$ cat src/rtl/alu_exec_seq.sv
// Sequential ALU execute unit with start/busy/done handshake; shifts iterate one bit per cycle.
// Define ALU_EXEC_FAST_SHIFT_EN to replace the iterative shift with a single-cycle barrel shift.
module alu_exec_seq #(
  parameter int unsigned WIDTH   = 32,
  parameter int unsigned SHAMT_W = 5
) (
  input  logic               clk,
  input  logic               reset,
  input  logic               start,
  input  logic [2:0]         gin,
  input  logic [WIDTH-1:0]   a,
  input  logic [WIDTH-1:0]   b,
  input  logic [SHAMT_W-1:0] shamt,
  output logic               busy,
  output logic               done,
  output logic [WIDTH-1:0]   result,
  output logic               zero
);

  typedef enum logic [1:0] {
    S_IDLE,
    S_SHIFT,
    S_DONE
  } state_t;

  state_t             r_state, w_state_nxt;
  logic [WIDTH-1:0]   r_work, w_work_nxt;
  logic [SHAMT_W-1:0] r_cnt, w_cnt_nxt;
  logic [WIDTH-1:0]   r_result, w_result_nxt;
  logic               r_zero, w_zero_nxt;
  logic [WIDTH-1:0]   w_alu;
  logic               w_lt;

  // Single-cycle operations; undefined codes (100/101) yield zero.
  always_comb begin
    w_lt  = $signed(a) < $signed(b);
    w_alu = '0;
    case (gin)
      3'b000:  w_alu = a & b;
      3'b001:  w_alu = a | b;
      3'b010:  w_alu = a + b;
      3'b110:  w_alu = a - b;
      3'b111:  w_alu = {{(WIDTH-1){1'b0}}, w_lt};
`ifdef ALU_EXEC_FAST_SHIFT_EN
      3'b011:  w_alu = b << shamt;
`endif
      default: w_alu = '0;
    endcase
  end

  always_comb begin
    w_state_nxt  = r_state;
    w_work_nxt   = r_work;
    w_cnt_nxt    = r_cnt;
    w_result_nxt = r_result;
    w_zero_nxt   = r_zero;
    case (r_state)
      S_IDLE: begin
        if (start) begin
`ifdef ALU_EXEC_FAST_SHIFT_EN
          w_result_nxt = w_alu;
          w_zero_nxt   = (w_alu == '0);
          w_state_nxt  = S_DONE;
`else
          if (gin == 3'b011) begin
            w_work_nxt  = b;
            w_cnt_nxt   = shamt;
            w_state_nxt = S_SHIFT;
          end else begin
            w_result_nxt = w_alu;
            w_zero_nxt   = (w_alu == '0);
            w_state_nxt  = S_DONE;
          end
`endif
        end
      end
      S_SHIFT: begin
        // Oversized shift amounts simply shift the word out to zero.
        if (r_cnt == '0) begin
          w_result_nxt = r_work;
          w_zero_nxt   = (r_work == '0);
          w_state_nxt  = S_DONE;
        end else begin
          w_work_nxt = r_work << 1;
          w_cnt_nxt  = r_cnt - SHAMT_W'(1);
        end
      end
      S_DONE:  w_state_nxt = S_IDLE;
      default: w_state_nxt = S_IDLE;
    endcase
  end

  always_ff @(posedge clk) begin
    if (reset) begin
      r_state  <= S_IDLE;
      r_work   <= '0;
      r_cnt    <= '0;
      r_result <= '0;
      r_zero   <= 1'b1;
    end else begin
      r_state  <= w_state_nxt;
      r_work   <= w_work_nxt;
      r_cnt    <= w_cnt_nxt;
      r_result <= w_result_nxt;
      r_zero   <= w_zero_nxt;
    end
  end

  assign busy   = (r_state != S_IDLE);
  assign done   = (r_state == S_DONE);
  assign result = r_result;
  assign zero   = r_zero;

endmodule
$ cat config.mk
export PLATFORM = sky130hd
export DESIGN_NAME = alu_exec_seq
export DESIGN_NICKNAME = d
export VERILOG_FILES = /design/src/rtl/alu_exec_seq.sv
export SDC_FILE = /design/constraint.sdc
export NUM_CORES = 1
export LEC_CHECK = 0
export ABC_AREA = 1
export BUFFER_PORTS_ARGS = -buffer_cell sky130_fd_sc_hd__buf_2
export CELL_PAD_IN_SITES_DETAIL_PLACEMENT = 1
export CELL_PAD_IN_SITES_GLOBAL_PLACEMENT = 1
export CORE_ASPECT_RATIO = 1.75
export CORE_MARGIN = 8
export CORE_UTILIZATION = 40
export CTS_CLUSTER_SIZE = 40
export DETAILED_ROUTE_END_ITERATION = 10
export PLACE_DENSITY_LB_ADDON = 0.1
export SYNTH_ARGS = -nofsm -noshare
export SYNTH_HDL_FRONTEND = slang
export SYNTH_SLANG_ARGS = --single-unit
$ cat constraint.sdc
create_clock -name clk -period 3.16 [get_ports clk]
set_input_delay 0.474 -clock clk [delete_from_list [all_inputs] [get_ports clk]]
set_output_delay 0.474 -clock clk [all_outputs]
set_load 0.05 [all_outputs]
# Yosys cells after proc, flatten, opt, wreduce, memory -nomap -nowiden
# Index checks and enable logic that the tools add are counted.
# word_totals
register_bits,72
input_bits,75
word_cells,54
# op_classes
add_sub_neg,3
magnitude_cmp,1
n_eq_ne,12
mux,21
bitwise,2
reduce_logical,10
# op_table
operator,count
$mux 32,6
$pmux 32 s5,1
$pmux 32 s2,2
$logic_not 32->1,2
$add 32x32->32,1
$and 32x32->32,1
$lt 32x32->1,1
$or 32x32->32,1
$sub 32x32->32,1
$mux 5,3
$ne 2x2->1 const B,5
$pmux 5 s2,1
$reduce_and 4->1,2
$eq 3x2->1 const B,2
$eq 3x3->1 const B,2
$mux 2,3
$logic_not 5->1,1
$sub 5x1->5 const B,1
$pmux 2 s2,1
$reduce_bool 2->1,2
$eq 3x1->1 const B,1
$logic_not 3->1,1
$mux 1,3
$eq 2x1->1 const B,1
4 further kinds,4

# Logic depth before layout (Yosys ltp)
# logic_depth
ltp_word,6
ltp_mapped,24
ltp_nobuf,23

# Least setup slack after synthesis
# No wires, ideal clock.
# synth_timing
path_type,in2reg
from,in a[0]
to,reg r_zero (netlist: zero)
setup_time_ns,0.060
arrival_ns,2.326
t_required_ns,3.100
path_slack_ns,0.775
stages,22
n_path_buf,0
cell_sequence,ha_1 > inv_1 > fa_1 > inv_1 > nand2_1 > o21ai_2 > nand2_1 > nand2_1 > nand2_1 > nand2_1 > nand2_1 > nand2_1 > nor2_1 > nor2_1 > nand2_1 > nor2_1 > nand2_1 > nor2_1 > nand3_1 > nand2_1 > nand2_1 > nand2_1
# synth_between
elab_chain_cells,6
# synth_rtl
element,line,rtl
from (decl),11,"input logic [WIDTH-1:0] a,"
"$sub 32x32->32, or another cell as far along",42,3'b110: w_alu = a - b;
$pmux 32 s5 (*),38,case (gin)
$logic_not 32->1 (*),71,w_zero_nxt = (w_alu == '0);
$mux 1 (*),65,if (gin == 3'b011) begin
$mux 1 (*),59,if (start) begin
$pmux 1 s2 (*),57,case (r_state)
to (signal assigned),105,r_zero <= w_zero_nxt;
to (decl),30,"logic r_zero, w_zero_nxt;"
# Every way passes the cells marked *; elsewhere a longest branch is shown, timed or not. The select of a mux whose other input is x is not followed.
# A chain may end at the register's enable or synchronous reset.

# Worst setup path in the final report
# layout_timing
from,in a[22]
to,reg r_zero (netlist: zero)
# Same word-level chain as after synthesis.

==> metrics.cfg <==
[outcome]
status = completed

[timing]
timing.fmax_ghz = 0.3461
worst_pin_slew_ns = 0.7944
setup_viol = 0
finalHoldViolations = 0
fin_crit_sh = 0.9142
rsz0062_at_grt = no
period_needed_ns = 2.889
slew_violations = 0
finalSetupTns_ns = 0
relSlewSlack = 0.4698
fin_worst_skew_ns = 0.006636

[final_layout]
layout_commonest_cell = nand2_1
area_growth_pct = 20.42
design_area_um2 = 11600
layout-drive-gt1-share = 0.1532
instances_no_fill = 2240
nNetsFinal = 2105
antennaDiodeCount = 0
mostFrequentLayoutCells = nand2_1, inv_1, nor2_1
post-route-util = 0.4869

[power]
power_leakage_nw = 6.532
p_per_area_nw_per_um2 = 359.6
power.total_w = 0.004173
peakVddDrop_uv = 213.9

[cts]
clk_pin_slew_ns = 0.06
clock_path_buffers = 2
cts.htree.levels = 3
post_cts_buffers = 0
cts_tree = yes
clk_latency_ns = 0.36
cts-root-buf = clkbuf_16
clock_sinks = 72
cts_buffers = 9

[setup_path]
critPathKind = in -> reg
start_kind = input pin
crit_fanout = 6
cp-endpoint = zero
worstPathRequired_ns = 3.47
r2r_setup_slack_ns = 0.70
reg2reg_to = result[6]
cp-end-kind = register
rr_worst_depth = 8
reg2reg_from = r_state[0]
crit_arrival_ns = 3.20
crit_start = a[22]

[logic_synthesis]
yosys_warnings = 0
synth_nets = 1919
yosys.area.top_type = nand2_1
ys_seq_elements = 72
seq_area_frac_synth = 0.1496
ys_types = 41
yosysTopAreaCellShare = 0.2072
yosys-top-cells-area = nand2_1, dfxtp_1, ha_1
syn_area_um2 = 9637
postSynthCellCount = 1741
synth_area_per_cell_um2 = 5.535

[grt]
grt_antenna_before_repair = 0
track_usage = 0.3218
grt_pass1_vias = 13128
overflow = 0
grt_max_degree = 70
grt_pass1_wl_um = 73020

[hold_path]
hold_class = in -> reg

[floorplanning]
start_util = 0.4043
die_w_um = 133.3
ioPinCount = 110
rows = 75
core_area_um2 = 23840
dieArea_um2 = 29510
die_h_um = 221.3

[placed_design]
dp_hpwl_um = 40520
io_buffers = 109
numPlacedInstances = 2224
finalWeightedCongestion = 0.9811
place_area_um2 = 11270

[routing]
drt.antenna.violating_nets = 0
post_drt_wl_per_cell_um = 21.32
vias_per_cell = 5.408
vias = 12114
wl_met2_um = 25210
highest_layer = met4
drt_wl_total_um = 47760
drt_iter0_markers = 578
route.detailed.drc = 0
routed-wl-met3_um = 1282
first_pass_iters = 7
wl_met1_um = 16500

[flow_run]
maxCapViolCount = 0

worst min path at each step:
stage	from	to	depth (start not counted)
final	shamt[0]	r_cnt[0]	3
after global routing	reset	r_work[0]	2
after CTS	shamt[0]	r_cnt[0]	3
after detailed placement	r_work[8]	r_work[8]	2
after global placement	r_work[9]	r_work[9]	2
after floorplan	r_work[9]	r_work[9]	2
kinds of logic after synthesis:
family	synth area share
AOI/OAI and AO/OA	0.1662
xor gates and xnor gates	0.0009090
adders and majority gates	0.1353
buffers and inverters	0.1667
DFF	0.1496
and+or+nand+nor	0.3813
state kept, by name (all words and copies together), names as in the netlist:
signal / cells
r_cnt: 5
r_state: 2
r_work: 32
result: 32
zero: 1
critical path, cell delays in order:
cell and delay, ns:
buf_2 0.09, inv_1 0.04, ha_1 0.42, nand2_1 0.15, buf_4 0.17, nor2_1 0.12
inv_1 0.09, buf_4 0.14, o21bai_1 0.42, a21oi_1 0.17, a21oi_1 0.17, nor2_1 0.09
nor2_2 0.16, nand2_1 0.11, nor2_1 0.12, nand3_1 0.08, nand2_1 0.06, nand2_1 0.05
nand2_1 0.07
final cells by class:
class	instances	area, um2
clock buffers	9	225.2
flip-flops and latches	72	1441
repair buffers	237	1569
multi-input cells	1267	6605
inverters	340	1276
well taps	308	385.4
clock inverters	7	102.6
fillers	3559	12230
layer usage:
layer,vias to the layer above,GRT usage
li1,5855,-
met1,5781,0.2961
met2,307,0.6018
met3,171,0.03244
met4,0,0.2963
met5,-,0
cell usage after synthesis:
| master | number |
|---|---|
| nand2_1 | 532 |
| inv_1 | 331 |
| nor2_1 | 145 |
| o21ai_0 | 119 |
| nand3_1 | 116 |
| ha_1 | 101 |
| dfxtp_1 | 72 |
| a21oi_1 | 64 |
| a31oi_1 | 62 |
| clkbuf_1 | 31 |
| o22ai_1 | 25 |
| buf_2 | 16 |
| nor2_2 | 16 |
| nand4_1 | 15 |
| nor4_1 | 10 |
| nor3_1 | 9 |
| o21bai_1 | 9 |
| buf_4 | 8 |
| nand2_2 | 7 |
| nand3b_1 | 7 |
| nor3_2 | 6 |
| buf_6 | 5 |
| inv_2 | 5 |
| clkinv_1 | 4 |
| a211oi_1 | 3 |
| and2_1 | 3 |
| fa_1 | 2 |
| nor2_4 | 2 |
| nor3b_1 | 2 |
| o211ai_1 | 2 |
| o21ai_1 | 2 |
| a221oi_1 | 1 |
| and3_1 | 1 |
| buf_1 | 1 |
| clkbuf_8 | 1 |
| nand3b_4 | 1 |
| o2111ai_1 | 1 |
| o21ai_2 | 1 |
| or2_1 | 1 |
| or2_2 | 1 |
| xor2_1 | 1 |
power by group:
| group | switching [W] | total [W] | leakage, nW | internal (W) |
|---|---|---|---|---|
| clock | 0.000460 | 0.00116 | 0.162 | 0.000701 |
| sequential | 0.0000478 | 0.00103 | 0.590 | 0.000981 |
| combinational | 0.00135 | 0.00198 | 5.78 | 0.000629 |
| total | 0.00186 | 0.00417 | 6.53 | 0.00231 |
what timing repair did:
action	in CTS	in global routing
hold endpoints to repair	0	0
gates resized for setup	0	1
hold buffers	0	0
endpoints found under the setup margin	0	1
through the flow:
stage	hold slack (ns)	worst slack, ns
after global placement	0.4536	-0.1201
after global routing	0.4044	0.009303
after floorplan	0.4368	0.7746
after detailed placement	0.4627	-0.07993
after CTS	0.3770	0.2778
final	0.3895	0.2711
Power figures use the tool's default switching activity.
